### config.mk
export PLATFORM = sky130hd
export DESIGN_NAME = mc_ctrl
export DESIGN_NICKNAME = d
export VERILOG_FILES = /design/src/rtl/mc_ctrl.sv
export SDC_FILE = /design/constraint.sdc
export NUM_CORES = 1
export LEC_CHECK = 0
export ABC_AREA = 1
export BUFFER_PORTS_ARGS = -buffer_cell sky130_fd_sc_hd__buf_2
export CAP_MARGIN = 20
export CORE_MARGIN = 10
export CORE_UTILIZATION = 54
export DETAILED_ROUTE_END_ITERATION = 10
export PLACE_DENSITY = 0.89
export REMOVE_ABC_BUFFERS = 1
export SYNTH_ARGS = -nofsm -noshare
export SYNTH_HDL_FRONTEND = slang
export SYNTH_SLANG_ARGS = --single-unit
### constraint.sdc
create_clock -name clk -period 1.9 [get_ports clk]
set_input_delay 0.38 -clock clk [delete_from_list [all_inputs] [get_ports clk]]
set_output_delay 0.38 -clock clk [all_outputs]
set_load 0.1 [all_outputs]
### src/rtl/mc_ctrl.sv
// mc_ctrl: multi-cycle control FSM for the MIPS subset core.
// Sequences FETCH/DECODE/EXEC/MEM/WB one instruction at a time. It decodes
// opcode/funct into an instruction class and drives every datapath write
// enable and mux select combinationally. It also counts retired instructions.
module mc_ctrl #(
  parameter logic [31:0] PC_RESET = 32'h0000_3000
) (
  input  logic        clk,
  input  logic        reset,
  input  logic [5:0]  opcode,
  input  logic [5:0]  funct,
  input  logic        zero,
  output logic [2:0]  state,
  output logic        pc_we,
  output logic [1:0]  npc_sel,
  output logic        ir_we,
  output logic        reg_we,
  output logic [1:0]  reg_dst,
  output logic [1:0]  wd_sel,
  output logic        alu_src,
  output logic [2:0]  alu_op,
  output logic [1:0]  ext_op,
  output logic        mem_we,
  output logic [31:0] instr_cnt
);

  typedef enum logic [2:0] {
    S_FETCH  = 3'd0,
    S_DECODE = 3'd1,
    S_EXEC   = 3'd2,
    S_MEM    = 3'd3,
    S_WB     = 3'd4
  } state_t;

  typedef enum logic [3:0] {
    C_NOP  = 4'd0,
    C_ADDU = 4'd1,
    C_SUBU = 4'd2,
    C_JR   = 4'd3,
    C_ORI  = 4'd4,
    C_LUI  = 4'd5,
    C_LW   = 4'd6,
    C_SW   = 4'd7,
    C_BEQ  = 4'd8,
    C_J    = 4'd9,
    C_JAL  = 4'd10
  } cls_t;

  // The reset PC belongs to the datapath. It must be word aligned, and a
  // misaligned value elaborates an empty, visibly named block.
  if (PC_RESET[1:0] != 2'b00) begin : g_pc_reset_misaligned
  end

  state_t      state_q;
  state_t      state_nxt;
  cls_t        cls;
  logic        retire;

  // Raw (pre-reset-gating) enables produced by the FSM.
  logic        pc_we_c;
  logic        ir_we_c;
  logic        reg_we_c;
  logic        mem_we_c;
  logic [1:0]  npc_sel_c;
  logic [1:0]  reg_dst_c;
  logic [1:0]  wd_sel_c;

  // Classify the latched instruction. Unknown encodings fall into NOP.
  always_comb begin
    cls = C_NOP;
    case (opcode)
      6'h00: begin
        case (funct)
          6'h21:   cls = C_ADDU;
          6'h23:   cls = C_SUBU;
          6'h08:   cls = C_JR;
          default: cls = C_NOP;
        endcase
      end
      6'h0d:   cls = C_ORI;
      6'h0f:   cls = C_LUI;
      6'h23:   cls = C_LW;
      6'h2b:   cls = C_SW;
      6'h04:   cls = C_BEQ;
      6'h02:   cls = C_J;
      6'h03:   cls = C_JAL;
      default: cls = C_NOP;
    endcase
  end

  // ALU controls stay constant across EXEC, MEM and WB, so the ALU result
  // register sees a stable computation for the whole instruction.
  always_comb begin
    alu_op  = 3'd0;
    alu_src = 1'b0;
    ext_op  = 2'd0;
    if (state_q == S_EXEC || state_q == S_MEM || state_q == S_WB) begin
      case (cls)
        C_ADDU: begin
          alu_op  = 3'd0;
          alu_src = 1'b0;
        end
        C_SUBU: begin
          alu_op  = 3'd1;
          alu_src = 1'b0;
        end
        C_ORI: begin
          alu_op  = 3'd2;
          alu_src = 1'b1;
          ext_op  = 2'd0;
        end
        C_LUI: begin
          alu_op  = 3'd3;
          alu_src = 1'b1;
          ext_op  = 2'd2;
        end
        C_LW, C_SW: begin
          alu_op  = 3'd0;
          alu_src = 1'b1;
          ext_op  = 2'd1;
        end
        C_BEQ: begin
          alu_op  = 3'd1;
          alu_src = 1'b0;
          ext_op  = 2'd1;
        end
        default: begin
          alu_op  = 3'd0;
          alu_src = 1'b0;
          ext_op  = 2'd0;
        end
      endcase
    end
  end

  // Next-state logic and per-state enables/selects. Any state not handled
  // below, including the unused encodings 5-7, returns to FETCH silently.
  always_comb begin
    state_nxt = S_FETCH;
    pc_we_c   = 1'b0;
    ir_we_c   = 1'b0;
    reg_we_c  = 1'b0;
    mem_we_c  = 1'b0;
    npc_sel_c = 2'd0;
    reg_dst_c = 2'd0;
    wd_sel_c  = 2'd0;
    case (state_q)
      S_FETCH: begin
        ir_we_c   = 1'b1;
        pc_we_c   = 1'b1;
        npc_sel_c = 2'd0;
        state_nxt = S_DECODE;
      end
      S_DECODE: begin
        case (cls)
          C_J: begin
            pc_we_c   = 1'b1;
            npc_sel_c = 2'd2;
            state_nxt = S_FETCH;
          end
          C_JAL: begin
            // The PC already holds jal+4 here, so the link value and the
            // jump target are written on the same edge.
            pc_we_c   = 1'b1;
            npc_sel_c = 2'd2;
            reg_we_c  = 1'b1;
            reg_dst_c = 2'd2;
            wd_sel_c  = 2'd2;
            state_nxt = S_FETCH;
          end
          C_JR: begin
            pc_we_c   = 1'b1;
            npc_sel_c = 2'd3;
            state_nxt = S_FETCH;
          end
          C_NOP:   state_nxt = S_FETCH;
          default: state_nxt = S_EXEC;
        endcase
      end
      S_EXEC: begin
        case (cls)
          C_BEQ: begin
            // The branch target is relative to PC+4, which FETCH already
            // loaded into the PC.
            pc_we_c   = zero;
            npc_sel_c = 2'd1;
            state_nxt = S_FETCH;
          end
          C_LW, C_SW:                   state_nxt = S_MEM;
          C_ADDU, C_SUBU, C_ORI, C_LUI: state_nxt = S_WB;
          default:                      state_nxt = S_FETCH;
        endcase
      end
      S_MEM: begin
        case (cls)
          C_SW: begin
            mem_we_c  = 1'b1;
            state_nxt = S_FETCH;
          end
          C_LW:    state_nxt = S_WB;
          default: state_nxt = S_FETCH;
        endcase
      end
      S_WB: begin
        reg_we_c  = 1'b1;
        reg_dst_c = (cls == C_ADDU || cls == C_SUBU) ? 2'd1 : 2'd0;
        wd_sel_c  = (cls == C_LW) ? 2'd1 : 2'd0;
        state_nxt = S_FETCH;
      end
      default: state_nxt = S_FETCH;
    endcase
  end

  // Reset blocks every architectural write, so an aborted instruction
  // leaves no trace in the PC, IR, GRF or DM.
  always_comb begin
    pc_we   = pc_we_c  & ~reset;
    ir_we   = ir_we_c  & ~reset;
    reg_we  = reg_we_c & ~reset;
    mem_we  = mem_we_c & ~reset;
    npc_sel = npc_sel_c;
    reg_dst = reg_dst_c;
    wd_sel  = wd_sel_c;
    state   = state_q;
  end

  // An instruction retires when a legal non-FETCH state hands back to FETCH.
  always_comb begin
    retire = (state_q != S_FETCH) && (state_q <= S_WB) && (state_nxt == S_FETCH);
  end

  // State register.
  always_ff @(posedge clk) begin
    if (reset) state_q <= S_FETCH;
    else       state_q <= state_nxt;
  end

  // Retired-instruction counter; wraps naturally at 2^32.
  always_ff @(posedge clk) begin
    if (reset)       instr_cnt <= 32'd0;
    else if (retire) instr_cnt <= instr_cnt + 32'd1;
  end

endmodule

==> impl_metrics.yaml, run 1 <==
synth:
  synth_ff_type: "dfxtp_1"
  syn_avg_cell_area_um2: 6.54
  async_flop_share: 0
  synth_top_area_share: 0.265
  synth-edff-count: 0
  synth_area_leaders: "dfxtp_1 (26%), nand3_1 (9.1%), nand2_1 (7.8%)"
  syn_inst: 405
  yosysTopAreaCell: "dfxtp_1"
  yosys_warnings: 0
  syn_area_um2: 2650
  synth_seq_cells: 35
  synthDistinctLibCells: 33
  ys_seq_area_frac: 0.265
sta:
  crit_endpoint: "pc_we"
  worst_path_end_type: "top-level output"
clocking:
  clock_sinks: 35
  numCtsBuffers: 5
  cts_max_path_buffers: 2
  clockRootBuffer: "clkbuf_8"
  htreeDepth: 2
global_routing:
  grt_max_degree: 22
floorplanning:
  pin_count: 66
  rows: 25
  fp.dieW_um: 90.0
  die_y_um: 90.0
  start_util: 0.561
run_status:
  first-error: "[ERROR DPL-0038] Utilization greater than 100%, impossible to legalize"
  failed_stage: "global routing"
  status: "aborted with a tool error"
placed_design:
  placed_cell_area_um2: 3580
  dp_hpwl_um: 7070
  gp_congestion: 1.04
  port_buffers: 64
-- timing repair --
action                     in CTS
setup endpoints to repair      46
pin swaps                      15
buffers inserted                9
hold buffers                    0
resized for setup              76
cloned                          1
-- synth_stat cells, types with 4 or more instances --
library cell and instances:
nand3_2 4, dfxtp_1 35, clkbuf_1 5, xor2_1 20
a21oi_1 38, xnor2_1 10, nor4_1 6, nand3_1 48
inv_1 35, nor2_1 49, nand2_1 55, nand4_1 8
nand2_2 4, buf_4 6, nor3_1 20, buf_2 5
o21ai_1 28
-- logic make-up after synthesis --
family / share of synthesized area
simple gates: 0.378
compound gates: 0.143
buf+inv: 0.100
flops: 0.265
xor+xnor: 0.0992
fa+ha+maj: 0.0142
other cells: 0.00142
-- stage by stage --
stage          TNS, ns  hold slack (ns)  utilization  setup slack (ns)  std cells
3_5_place_dp    -13.78            0.504        0.757            -0.410        570
3_3_place_gp     -9.88            0.488        0.757            -0.282        570
4_1_cts          -1.71            0.454        0.858            -0.233        587
2_1_floorplan   -51.44            0.449            -             -3.05        386
==> run 2: changes to the inputs <==
Settings changed: CORE_UTILIZATION 54 to 40, PLACE_DENSITY 0.89 to default, PLACE_DENSITY_LB_ADDON from default to 0.15.
==> run 2 against run 1 <==
  * The flow now finishes, with violations (setup timing)
  * Synthesized area unchanged
  * Synthesized cell count stayed put
==> impl_metrics.yaml, run 2 <==
critical_path:
  cp-startpoint: "funct[2]"
  crit_path_start_kind: "primary input"
  crit_arrival_ns: 1.77
  crit_fanout: 3
  critPathCaptureType: "output pin"
  required_ns: 1.52
  crit_type: "in2out"
  reg2regPathDepth: 11
  regToRegStartpoint: "state[2]$_SDFF_PP0_"
clocking:
  cts_max_path_buffers: 2
  clockRootBuffer: "clkbuf_8"
  clock_sinks: 35
  clk_latency_ns: 0.30
  htreeDepth: 2
  numCtsBuffers: 5
  clkTransAtPathRegs_ns: 0.08
  cts_tree: "built"
final_layout:
  antenna_cells: 0
  largest_reg_flops: 32
  mostFrequentLayoutCells: "buf_4 (54), nand2_1 (46), buf_2 (43)"
  fin_nets: 551
  final_area_um2: 4500
  areaGrowthSynthToFinish_pct: 69.7
  largest_register: "instr_cnt"
  final_layout_size_suffix_gt1_frac: 0.457
  final_common_cell: "buf_4"
drt:
  firstDrtPassIters: 5
  wl_per_cell_um: 16.8
  drtAntennaViolNets: 0
  dr_total_vias: 3362
  routed_wl_um: 10200
  viasPerCell: 5.50
  drt-initial-drc-count: 229
  drc: 0
synth:
  syn_area_um2: 2650
  synth_top_area_share: 0.265
  async_flop_share: 0
  syn_inst: 405
  synth_ff_type: "dfxtp_1"
  ys_top_cells_by_count: "nand2_1 (55), nor2_1 (49), nand3_1 (48)"
  syn_avg_cell_area_um2: 6.54
  synth_seq_cells: 35
  yosysTopAreaCell: "dfxtp_1"
  synthDistinctLibCells: 33
  synth-edff-count: 0
  ys_seq_area_frac: 0.265
  synth.most_common_cell: "nand2_1"
  yosys_warnings: 0
  synth_area_leaders: "dfxtp_1 (26%), nand3_1 (9.1%), nand2_1 (7.8%)"
floorplanning:
  pin_count: 66
  die_area_um2: 10300
  die_y_um: 101
  fp.dieW_um: 101
  rows: 29
  start_util: 0.415
  core_um2: 6390
power:
  intPower_mw: 1.28
  p_comb_frac: 0.216
  p_clk_frac: 0.380
  swShare: 0.310
  seq_power_share: 0.404
  vdd_drop_max_v: 0.000363
  p_leak_nw: 1.88
  power.net_switching_mw: 0.574
  power_density_nw_per_um2: 411
global_routing:
  antenna_found_initial: 0
  grt_use_total: 0.180
  grt_pass1_vias: 3241
  grt_overflow: 0
  grt_pass1_wl_um: 15400
  grt_max_degree: 34
sta:
  finalHoldViolations: 0
  slew_violations: 0
  setup_viol_count_final: 19
  clock.fmax_ghz: 0.466
  period_needed_ns: 2.15
  fin_skew_ns: 0.00621
  period_share: 1.13
  rsz0062_at_grt: "true"
  fin_hold_ws_ns: 0.440
  worst_slack_ns: -0.248
placed_design:
  gp_congestion: 0.968
  dp_hpwl_um: 6960
  port_buffers: 64
  placed_cell_area_um2: 3650
min_path:
  hold_start: "reset"
  whs_path_depth: 4
  min_path_type: "in2reg"
run_status:
  violations: "setup timing"
  status: "finished with violations"
run:
  cap_violations: 0
run 2: cell counts after synthesis:
Identical to the previous run, type by type.
run 2: final timing paths:
kind                                                   to  slack (ns)
worst max register to register  instr_cnt[0]$_SDFFE_PP0P_        0.04
worst max-delay path                                pc_we       -0.25
worst min register to register  instr_cnt[7]$_SDFFE_PP0P_        0.53
worst min-delay path            instr_cnt[0]$_SDFFE_PP0P_        0.44
run 2: per-layer routing:
metal,global-route usage,vias up,wire [um]
met5,0,-,0
met4,0.0482,0,127
met3,0.0511,16,735
met2,0.310,101,5130
met1,0.215,1627,4250
li1,-,1618,-
run 2: layout make-up:
type                       count  area (um2)
clock inverter                 3        43.8
timing repair buffer         139        1330
fill                         494        1890
inverter                      38         153
clock buffer                   5        68.8
multi-input combinational    314        2100
sequential                    35         711
tap                           77        96.3
run 2: worst max-delay path, stage by stage:
cell and delay, ns:
buf_2 0.11, nor2_1 0.18, nand3_1 0.13, nand2_2 0.11, nand2_2 0.05, nand2_2 0.10, nand3_4 0.11, a21oi_4 0.17
a21oi_2 0.05, a21oi_2 0.18, buf_12 0.20
run 2: power groups by stage:
stage	registers (mW)	clock network, mW	logic [mW]
floorplan	0.804	0	0.127
global placement	0.763	0	0.292
detailed placement	0.763	0	0.296
CTS	0.747	0.703	0.346
global route	0.749	0.733	0.421
finish	0.748	0.702	0.399
run 2: cell families (layout without fill, tap and decap cells):
kind of cell / Yosys count / after routing / synth area share
XOR/XNOR: 30 / 30 / 0.0992
buffers and inverters: 57 / 185 / 0.100
AND/OR/NAND/NOR: 206 / 207 / 0.378
other: 1 / 1 / 0.00142
AO/OA/AOI/OAI: 73 / 73 / 0.143
flip-flops: 35 / 35 / 0.265
adder cells (fa/ha/maj): 3 / 3 / 0.0142
run 2: repair_timing:
action | 4_1_cts | 5_1_grt
pin swaps | 21 | 17
hold buffers | 0 | 0
gates cloned | 1 | 1
setup buffers | 9 | 7
endpoints found under the setup margin | 46 | 48
gates resized for setup | 70 | 70
run 2: through the flow:
step | setup WS, ns | setup TNS [ns] | util | cells | power (mW)
finish | -0.248 | -2.14 | 0.704 | 611 | 1.85
global route | -0.361 | -7.28 | 0.704 | 611 | 1.90
CTS | -0.210 | -1.60 | 0.638 | 606 | 1.80
detailed placement | -0.419 | -14.26 | 0.571 | 588 | 1.06
global placement | -0.377 | -12.79 | 0.571 | 588 | 1.05
floorplan | -3.05 | -51.44 | - | 386 | 0.931
No activity file was read; power rests on OpenSTA's default activity.
